$ cat src/rtl/bf_pkg.sv
// Shared widths, register index constants and writeback FSM state encoding.
// Latency: n/a (declarations only).
// Backpressure: n/a.
package bf_pkg;

   localparam int XLEN      = 64;
   localparam int NUM_REGS  = 16;
   localparam int REG_IDX_W = 4;

   localparam logic [REG_IDX_W-1:0] RAX = 4'd0;
   localparam logic [REG_IDX_W-1:0] RDX = 4'd2;

   typedef enum logic [1:0] {
      RUN     = 2'd0,
      SPECIAL = 2'd1,
      DRAIN   = 2'd2,
      HALTED  = 2'd3
   } wb_state_t;

endpackage

$ cat src/rtl/writeback_regfile_if.sv
// Bundles the writeback, reservation, operand-read and status signals.
// Latency: n/a (wiring only).
// Backpressure: wb_ready / rsv_ready are driven by the slave side.
interface writeback_regfile_if;
   import bf_pkg::*;

   logic                  wb_valid;
   logic                  wb_ready;
   logic [REG_IDX_W-1:0]  wb_dest_reg;
   logic [XLEN-1:0]       wb_result;
   logic                  wb_special_valid;
   logic [REG_IDX_W-1:0]  wb_special_reg;
   logic [XLEN-1:0]       wb_result_special;
   logic                  wb_halt;

   logic                  rsv_valid;
   logic [REG_IDX_W-1:0]  rsv_reg;
   logic                  rsv_ready;

   logic [REG_IDX_W-1:0]  rd_reg_a;
   logic [REG_IDX_W-1:0]  rd_reg_b;
   logic [XLEN-1:0]       rd_val_a;
   logic [XLEN-1:0]       rd_val_b;

   logic [NUM_REGS-1:0]   busy;
   logic                  halted;

   modport master (
      output wb_valid, wb_dest_reg, wb_result, wb_special_valid,
             wb_special_reg, wb_result_special, wb_halt,
             rsv_valid, rsv_reg, rd_reg_a, rd_reg_b,
      input  wb_ready, rsv_ready, rd_val_a, rd_val_b, busy, halted
   );

   modport slave (
      input  wb_valid, wb_dest_reg, wb_result, wb_special_valid,
             wb_special_reg, wb_result_special, wb_halt,
             rsv_valid, rsv_reg, rd_reg_a, rd_reg_b,
      output wb_ready, rsv_ready, rd_val_a, rd_val_b, busy, halted
   );

endinterface

$ cat src/rtl/writeback_regfile_array.sv
// 16x64 register storage: one synchronous write port, two combinational read ports.
// Latency: write visible on the array outputs the cycle after the edge; reads are 0-cycle.
// Backpressure: none; the write port accepts every cycle.
module regfile_array
   import bf_pkg::*;
(
   input  logic                  clk,
   input  logic                  reset,
   input  logic                  we,
   input  logic [REG_IDX_W-1:0]  waddr,
   input  logic [XLEN-1:0]       wdata,
   input  logic [REG_IDX_W-1:0]  raddr_a,
   input  logic [REG_IDX_W-1:0]  raddr_b,
   output logic [XLEN-1:0]       rdata_a,
   output logic [XLEN-1:0]       rdata_b
);

   logic [XLEN-1:0] mem [NUM_REGS];

   // Clear every entry on reset, otherwise perform the single write.
   always_ff @(posedge clk) begin
      if (reset) begin
         for (int i = 0; i < NUM_REGS; i++) begin
            mem[i] <= '0;
         end
      end else if (we) begin
         mem[waddr] <= wdata;
      end
   end

   assign rdata_a = mem[raddr_a];
   assign rdata_b = mem[raddr_b];

endmodule

$ cat src/rtl/writeback_regfile.sv
// Writeback stage: register file with scoreboard, write bypass and halt/drain sequencing.
// Latency: writes land at the accepting edge; reads bypass the in-flight write combinationally.
// Backpressure: wb_ready drops for the cycle after a dual-result item and once halted; rsv_ready stalls on WAW.
module writeback_regfile
   import bf_pkg::*;
(
   input  logic                 clk,
   input  logic                 reset,
   writeback_regfile_if.slave   bus
);

   wb_state_t              state_q;
   logic                   wb_ready_q;
   logic                   rsv_open_q;
   logic                   halted_q;
   logic [REG_IDX_W-1:0]   spec_reg_q;
   logic [XLEN-1:0]        spec_val_q;
   logic [NUM_REGS-1:0]    busy_q;
   logic [NUM_REGS-1:0]    busy_nxt;

   logic                   wb_fire;
   logic                   rsv_ready_c;
   logic                   rsv_fire;
   logic                   we;
   logic [REG_IDX_W-1:0]   waddr;
   logic [XLEN-1:0]        wdata;
   logic [XLEN-1:0]        arr_a;
   logic [XLEN-1:0]        arr_b;

   assign wb_fire     = bus.wb_valid & wb_ready_q;
   assign rsv_ready_c = rsv_open_q & ~busy_q[bus.rsv_reg];
   assign rsv_fire    = bus.rsv_valid & rsv_ready_c;

   // Pick the one write this cycle: the latched second result owns the port in SPECIAL.
   always_comb begin
      we    = 1'b0;
      waddr = '0;
      wdata = '0;
      if (state_q == SPECIAL) begin
         we    = 1'b1;
         waddr = spec_reg_q;
         wdata = spec_val_q;
      end else if (wb_fire && !bus.wb_halt) begin
         we    = 1'b1;
         waddr = bus.wb_dest_reg;
         wdata = bus.wb_result;
      end
   end

   // Scoreboard update: a write clears its bit, a reservation sets one; set is applied last so it wins.
   always_comb begin
      busy_nxt = busy_q;
      if (we) begin
         busy_nxt[waddr] = 1'b0;
      end
      if (rsv_fire) begin
         busy_nxt[bus.rsv_reg] = 1'b1;
      end
   end

   // Scoreboard register.
   always_ff @(posedge clk) begin
      if (reset) begin
         busy_q <= '0;
      end else begin
         busy_q <= busy_nxt;
      end
   end

   // Writeback FSM; ready/halted flags are registered alongside the state they belong to.
   always_ff @(posedge clk) begin
      if (reset) begin
         state_q    <= RUN;
         wb_ready_q <= 1'b1;
         rsv_open_q <= 1'b1;
         halted_q   <= 1'b0;
         spec_reg_q <= '0;
         spec_val_q <= '0;
      end else begin
         case (state_q)
            RUN: begin
               if (wb_fire && bus.wb_halt) begin
                  state_q    <= DRAIN;
                  rsv_open_q <= 1'b0;
               end else if (wb_fire && bus.wb_special_valid) begin
                  state_q    <= SPECIAL;
                  wb_ready_q <= 1'b0;
                  spec_reg_q <= bus.wb_special_reg;
                  spec_val_q <= bus.wb_result_special;
               end
            end
            SPECIAL: begin
               state_q    <= RUN;
               wb_ready_q <= 1'b1;
            end
            DRAIN: begin
               if (busy_q == '0) begin
                  state_q    <= HALTED;
                  wb_ready_q <= 1'b0;
                  halted_q   <= 1'b1;
               end
            end
            HALTED: begin
               state_q <= HALTED;
            end
         endcase
      end
   end

   regfile_array u_array (
      .clk     (clk),
      .reset   (reset),
      .we      (we),
      .waddr   (waddr),
      .wdata   (wdata),
      .raddr_a (bus.rd_reg_a),
      .raddr_b (bus.rd_reg_b),
      .rdata_a (arr_a),
      .rdata_b (arr_b)
   );

   // Reads see the value being written this cycle.
   assign bus.rd_val_a  = (we && waddr == bus.rd_reg_a) ? wdata : arr_a;
   assign bus.rd_val_b  = (we && waddr == bus.rd_reg_b) ? wdata : arr_b;
   assign bus.wb_ready  = wb_ready_q;
   assign bus.rsv_ready = rsv_ready_c;
   assign bus.busy      = busy_q;
   assign bus.halted    = halted_q;

endmodule

$ cat src/flat_wrapper.sv
// flat-port wrapper written by rule: the top's interface ports become plain ports
module writeback_regfile_flat import bf_pkg::*;
  (clk, reset, bus_wb_valid, bus_wb_dest_reg, bus_wb_result, bus_wb_special_valid, bus_wb_special_reg, bus_wb_result_special, bus_wb_halt, bus_rsv_valid, bus_rsv_reg, bus_rd_reg_a, bus_rd_reg_b, bus_wb_ready, bus_rsv_ready, bus_rd_val_a, bus_rd_val_b, bus_busy, bus_halted);
  writeback_regfile_if bus_i ();
  input  logic clk;
  input  logic reset;
  input wire logic [$bits(bus_i.wb_valid)-1:0] bus_wb_valid;
  input wire logic [$bits(bus_i.wb_dest_reg)-1:0] bus_wb_dest_reg;
  input wire logic [$bits(bus_i.wb_result)-1:0] bus_wb_result;
  input wire logic [$bits(bus_i.wb_special_valid)-1:0] bus_wb_special_valid;
  input wire logic [$bits(bus_i.wb_special_reg)-1:0] bus_wb_special_reg;
  input wire logic [$bits(bus_i.wb_result_special)-1:0] bus_wb_result_special;
  input wire logic [$bits(bus_i.wb_halt)-1:0] bus_wb_halt;
  input wire logic [$bits(bus_i.rsv_valid)-1:0] bus_rsv_valid;
  input wire logic [$bits(bus_i.rsv_reg)-1:0] bus_rsv_reg;
  input wire logic [$bits(bus_i.rd_reg_a)-1:0] bus_rd_reg_a;
  input wire logic [$bits(bus_i.rd_reg_b)-1:0] bus_rd_reg_b;
  output wire logic [$bits(bus_i.wb_ready)-1:0] bus_wb_ready;
  output wire logic [$bits(bus_i.rsv_ready)-1:0] bus_rsv_ready;
  output wire logic [$bits(bus_i.rd_val_a)-1:0] bus_rd_val_a;
  output wire logic [$bits(bus_i.rd_val_b)-1:0] bus_rd_val_b;
  output wire logic [$bits(bus_i.busy)-1:0] bus_busy;
  output wire logic [$bits(bus_i.halted)-1:0] bus_halted;
  assign bus_i.wb_valid = bus_wb_valid;
  assign bus_i.wb_dest_reg = bus_wb_dest_reg;
  assign bus_i.wb_result = bus_wb_result;
  assign bus_i.wb_special_valid = bus_wb_special_valid;
  assign bus_i.wb_special_reg = bus_wb_special_reg;
  assign bus_i.wb_result_special = bus_wb_result_special;
  assign bus_i.wb_halt = bus_wb_halt;
  assign bus_i.rsv_valid = bus_rsv_valid;
  assign bus_i.rsv_reg = bus_rsv_reg;
  assign bus_i.rd_reg_a = bus_rd_reg_a;
  assign bus_i.rd_reg_b = bus_rd_reg_b;
  assign bus_wb_ready = bus_i.wb_ready;
  assign bus_rsv_ready = bus_i.rsv_ready;
  assign bus_rd_val_a = bus_i.rd_val_a;
  assign bus_rd_val_b = bus_i.rd_val_b;
  assign bus_busy = bus_i.busy;
  assign bus_halted = bus_i.halted;
  writeback_regfile u_core (.clk(clk), .reset(reset), .bus(bus_i));
endmodule
$ cat config.mk
export PLATFORM = sky130hd
export DESIGN_NAME = writeback_regfile_flat
export DESIGN_NICKNAME = d
export VERILOG_FILES = /design/src/rtl/bf_pkg.sv /design/src/rtl/writeback_regfile_if.sv /design/src/rtl/writeback_regfile_array.sv /design/src/rtl/writeback_regfile.sv /design/src/flat_wrapper.sv
export SDC_FILE = /design/constraint.sdc
export NUM_CORES = 2
export LEC_CHECK = 0
export ABC_CLOCK_PERIOD_IN_PS = 9900
export CAP_MARGIN = 20
export CELL_PAD_IN_SITES_DETAIL_PLACEMENT = 1
export CELL_PAD_IN_SITES_GLOBAL_PLACEMENT = 1
export CORE_MARGIN = 10
export CORE_UTILIZATION = 50
export CTS_BUF_LIST = sky130_fd_sc_hd__clkbuf_4
export CTS_CLUSTER_DIAMETER = 40
export DETAILED_ROUTE_END_ITERATION = 8
export GPL_TIMING_DRIVEN = 0
export PLACE_DENSITY_LB_ADDON = 0.2
export SYNTH_ARGS = -nofsm -noshare
export SYNTH_HDL_FRONTEND = slang
export SYNTH_SLANG_ARGS = --single-unit
$ cat constraint.sdc
create_clock -name clk -period 9.9 [get_ports clk]
set_input_delay 1.98 -clock clk [delete_from_list [all_inputs] [get_ports clk]]
set_output_delay 1.98 -clock clk [all_outputs]
set_load 0.02 [all_outputs]
==> impl_results.rst <==
.. list-table::
   :header-rows: 1

   * - Metric
     - Value
   * - Fill cell count
     - 10900
   * - Post-Syn Instances
     - 4000
   * - Count of nets left with antenna violations after detail routing
     - 0
   * - Setup Total Neg Slack
     - 0 ns
   * - Die Area
     - 0.1258 sq mm
   * - Layout-stage area growth over the synthesis result
     - 17.45%
   * - Kind of path behind the tightest hold check
     - register to register
   * - Power density cells
     - between 150 and 200 mW/mm^2
   * - Failing checks
     - slew limit
   * - Net switching share of the total power
     - 27.60%
   * - Cell Area, Synth
     - about 0.056 sq mm
   * - Largest family of logic cells by synthesized area
     - multiplexers
   * - Row Count
     - 122
   * - End of the worst register-to-register path
     - u_core.u_array.mem[12][55]$_SDFFCE_PN0P_
   * - Initial antenna violation count
     - 15
   * - Final setup violation count
     - 0
   * - RSZ-0062 raised after global routing
     - no
   * - Sw Pwr
     - roughly 3.2 mW
   * - Startpoint Class
     - primary input
   * - Peak supply drop
     - approximately 0.11 mV
   * - Maximum number of pins on one net before global-route repair
     - 41
   * - Yosys warning count
     - 0
   * - Beginning of the worst hold path
     - u_core.spec_val_q[59]$_SDFFE_PP0P_
   * - H-tree levels
     - 5
   * - Worst-case headroom to the max-slew limit
     - -1.054%
   * - Fraction of power consumed by the clock network
     - 38.6%
   * - Area taken by multi-input logic gates
     - 0.02187 sq mm
   * - Clock tree from TritonCTS
     - yes
   * - Worst hold-check slack
     - 0.4574 ns
   * - # DRC
     - 0
   * - Synth cell types
     - 41
   * - Comb pwr share
     - 14.0%
   * - Synthesized flop and latch total
     - 1113
   * - Slew @ Worst Pin
     - 1.516 ns
   * - Slew Viols, Final
     - 9
   * - Highest Clock Rate
     - 119.4 MHz
   * - Adder-cell share of the synthesized area
     - 0%
   * - HPWL after detailed placement
     - 149000 microns
   * - First-pass GRT wire length
     - 314000 microns
   * - Number of placed I/O pins
     - 301
   * - Status
     - finished, violations left
   * - Horizontal die dimension
     - ~350 microns
   * - Worst slack after detailed placement
     - 1.681 ns
   * - Drt initial violations
     - 6041
   * - CTS sink cnt
     - 1113
   * - Worst Hold Endpoint
     - u_core.spec_val_q[59]$_SDFFE_PP0P_
   * - Fraction of final layout cells with drive strength greater than 1
     - 23.62%
   * - Count of flip-flops with a built-in enable after synthesis
     - 1024
   * - Vias/cell
     - 6.750
   * - TritonCTS buffer count
     - 324
   * - Number of iterations in the first detailed-routing pass
     - 6
   * - Max Root-Sink Buffers
     - 4
   * - Final Cycle Share
     - roughly 85%
   * - Endpoint required time on the critical path
     - about 8 ns
   * - Setup fix buffers added after clock tree synthesis
     - 0
   * - Reg-to-reg critical path startpoint
     - u_core.state_q[0]$_SDFFE_PP0P_
   * - Core footprint
     - between 0.1 and 0.15 sq mm
   * - Type of destination of the critical path
     - output port
   * - Remaining global-route overflow
     - 0
   * - Post-synthesis sequential area ratio
     - between 50% and 60%
   * - Fin worst setup slack
     - 1.525 ns
   * - Cts hold-fix bufs
     - 0
   * - Total via count after detailed routing
     - 43090
   * - Vias in the first global route
     - 45230
   * - Cell accounting for the most synthesized area
     - sky130_fd_sc_hd__edfxtp_1
   * - Final hold violations
     - 0
   * - Starting density of the core
     - 50.46%
   * - Count of buffers inserted at the top-level ports
     - around 300
   * - Global-route usage over all layers
     - 34.57%
   * - Maximum fanout along the worst path
     - 10
   * - Mean post-synth cell area
     - between 10 and 15 sq um
   * - Routability Congestion
     - 0.8772
   * - Wirelength per Cell
     - 34.76 microns
   * - Post-synth top area share
     - 54.91%
   * - Post-layout min period
     - between 8 and 9 ns
   * - Count of cells along the worst hold path
     - 2
   * - Synth Flop Type
     - sky130_fd_sc_hd__edfxtp_1
   * - Relative contribution of sequential cells to total power
     - 47.4%
   * - Post-synthesis compound-gate area fraction
     - 6.102%
   * - Proportion of synthesized area in mux cells
     - a little under a quarter
   * - Clock transition at path regs
     - 0.05 ns
   * - Max-capacitance violation count
     - 0
   * - Number of gates given a new drive strength after cts
     - 0
   * - Worst-case register-to-register setup slack
     - around 5.7 ns
   * - Most instantiated cells after synthesis
     - sky130_fd_sc_hd__nor2_1, sky130_fd_sc_hd__edfxtp_1, sky130_fd_sc_hd__mux4_2
   * - Post-synthesis share of cell area spent on and, or, nand and nor gates
     - about a tenth
   * - Die span in y
     - 354.7 microns
   * - Category of the critical setup timing path
     - primary input to output port
   * - Worst-case clock skew
     - 0.1169 ns
   * - Worst skew pair latency
     - ~1.3 ns
   * - Ys async rst share
     - 0%
   * - Most used standard cell by instance count after synthesis
     - sky130_fd_sc_hd__nor2_1
   * - Post-Syn Nets
     - 4154
   * - R2r worst-path depth
     - 9
   * - Wirelength, routed
     - 221900 microns
   * - Critical path arrival
     - 6.39 ns
   * - NumNets Final
     - between 4000 and 5000
   * - Cell types with the largest area share after synthesis
     - sky130_fd_sc_hd__edfxtp_1, sky130_fd_sc_hd__mux4_2, sky130_fd_sc_hd__nor2_1, sky130_fd_sc_hd__a22o_1, sky130_fd_sc_hd__dfxtp_1
   * - Cell leakage power
     - between 20 and 25 nW
   * - Post-Synth XOR/XNOR Area
     - 0.09384%
   * - Area taken by flip-flops and latches
     - 0.03253 sq mm
   * - Pint
     - 8.268 mW
   * - CTS root buf
     - sky130_fd_sc_hd__clkbuf_4
==> power by group through the flow <==
stage | clock, mW | sequential (mW) | combinational, mW
floorplan | 0 | 5.47 | 0.870
global placement | 0 | 5.50 | 1.50
detailed placement | 0 | 5.50 | 1.56
CTS | 4.40 | 5.40 | 1.57
global route | 4.67 | 5.42 | 1.65
finish | 4.40 | 5.41 | 1.60
==> critical path: stages <==
cell and delay [ns]:
sky130_fd_sc_hd__clkdlybuf4s50_1 0.74, sky130_fd_sc_hd__nand3b_1 0.30, sky130_fd_sc_hd__nor2_1 0.20, sky130_fd_sc_hd__buf_2 0.51, sky130_fd_sc_hd__clkbuf_1 0.74, sky130_fd_sc_hd__a22oi_1 0.58
sky130_fd_sc_hd__mux2i_1 0.60, sky130_fd_sc_hd__clkdlybuf4s50_1 0.72
==> placed cells by master (no fill, tap or decap), drive strengths merged, types with 7 or more instances in the layout <==
| cell type | instances |
|---|---|
| nor2 | 1162 |
| edfxtp | 1024 |
| clkbuf | 786 |
| mux4 | 517 |
| clkdlybuf4s50 | 293 |
| a22o | 256 |
| nand2 | 162 |
| mux2i | 131 |
| buf | 129 |
| dfxtp | 89 |
| a21oi | 71 |
| a22oi | 64 |
| clkinv | 59 |
| inv | 29 |
| o21ai | 21 |
| a21o | 16 |
| nand3 | 11 |
| diode | 10 |
| nor2b | 10 |
| nor4 | 7 |
==> worst max-delay path by stage <==
stage                       end  cells after the start             from  slack (ns)
6_report       bus_rd_val_b[62]                      8     bus_wb_valid        1.53
5_1_grt        bus_rd_val_b[62]                      8     bus_wb_valid        1.53
4_1_cts        bus_rd_val_a[52]                      8     bus_wb_valid        1.66
3_5_place_dp   bus_rd_val_b[51]                      8     bus_wb_valid        1.68
3_3_place_gp   bus_rd_val_b[51]                      8      bus_wb_halt        1.79
2_1_floorplan  bus_rd_val_a[33]                      7  bus_rd_reg_a[0]        4.04
==> sequential cells by signal (all words and copies together), names as in the netlist <==
register	count
u_core.bus.busy	16
u_core.bus.halted	1
u_core.bus.wb_ready	1
u_core.rsv_open_q	1
u_core.spec_reg_q	4
u_core.spec_val_q	64
u_core.state_q	2
u_core.u_array.mem	1024
==> layer usage <==
layer / GRT usage, % / wire length, microns
met2: 53.85 / 102500
met5: 0 / 126
met4: 19.07 / 13030
met3: 11.01 / 29290
met1: 42.77 / 76940
==> cells by family (layout without fill, tap and decap cells) <==
family / count (synthesis) / in the layout
and+or+nand+nor: 1377 / 1377
other: 0 / 10
AOI/OAI and AO/OA: 441 / 441
DFF: 1113 / 1113
buffers and inverters: 415 / 1301
muxes: 648 / 648
xor gates and xnor gates: 6 / 6
==> final cells by class <==
class                           count  share of cell area, %
Multi-Input combinational cell   2472                  33.26
Timing Repair Buffer              332                  5.682
Tap cell                         1488                  2.831
Buffer                            393                  2.494
Clock inverter                     71                 0.6030
Antenna cell                       10                0.03805
Clock buffer                      483                  5.513
Sequential cell                  1113                  49.46
Inverter                           22                 0.1255
==> stage by stage <==
step / util, % / cell area, sq um / total power, mW / cells
4_1_cts: 59.11 / 65600 / 11.37 / 6363
3_3_place_gp: 54.79 / 60800 / 7.007 / 5781
3_5_place_dp: 55.49 / 61580 / 7.068 / 5809
6_report: 59.27 / 65770 / 11.42 / 6384
5_1_grt: 59.25 / 65750 / 11.74 / 6376
2_1_floorplan: - / 56000 / 6.339 / 4000
(Power assumes the default switching activity.)
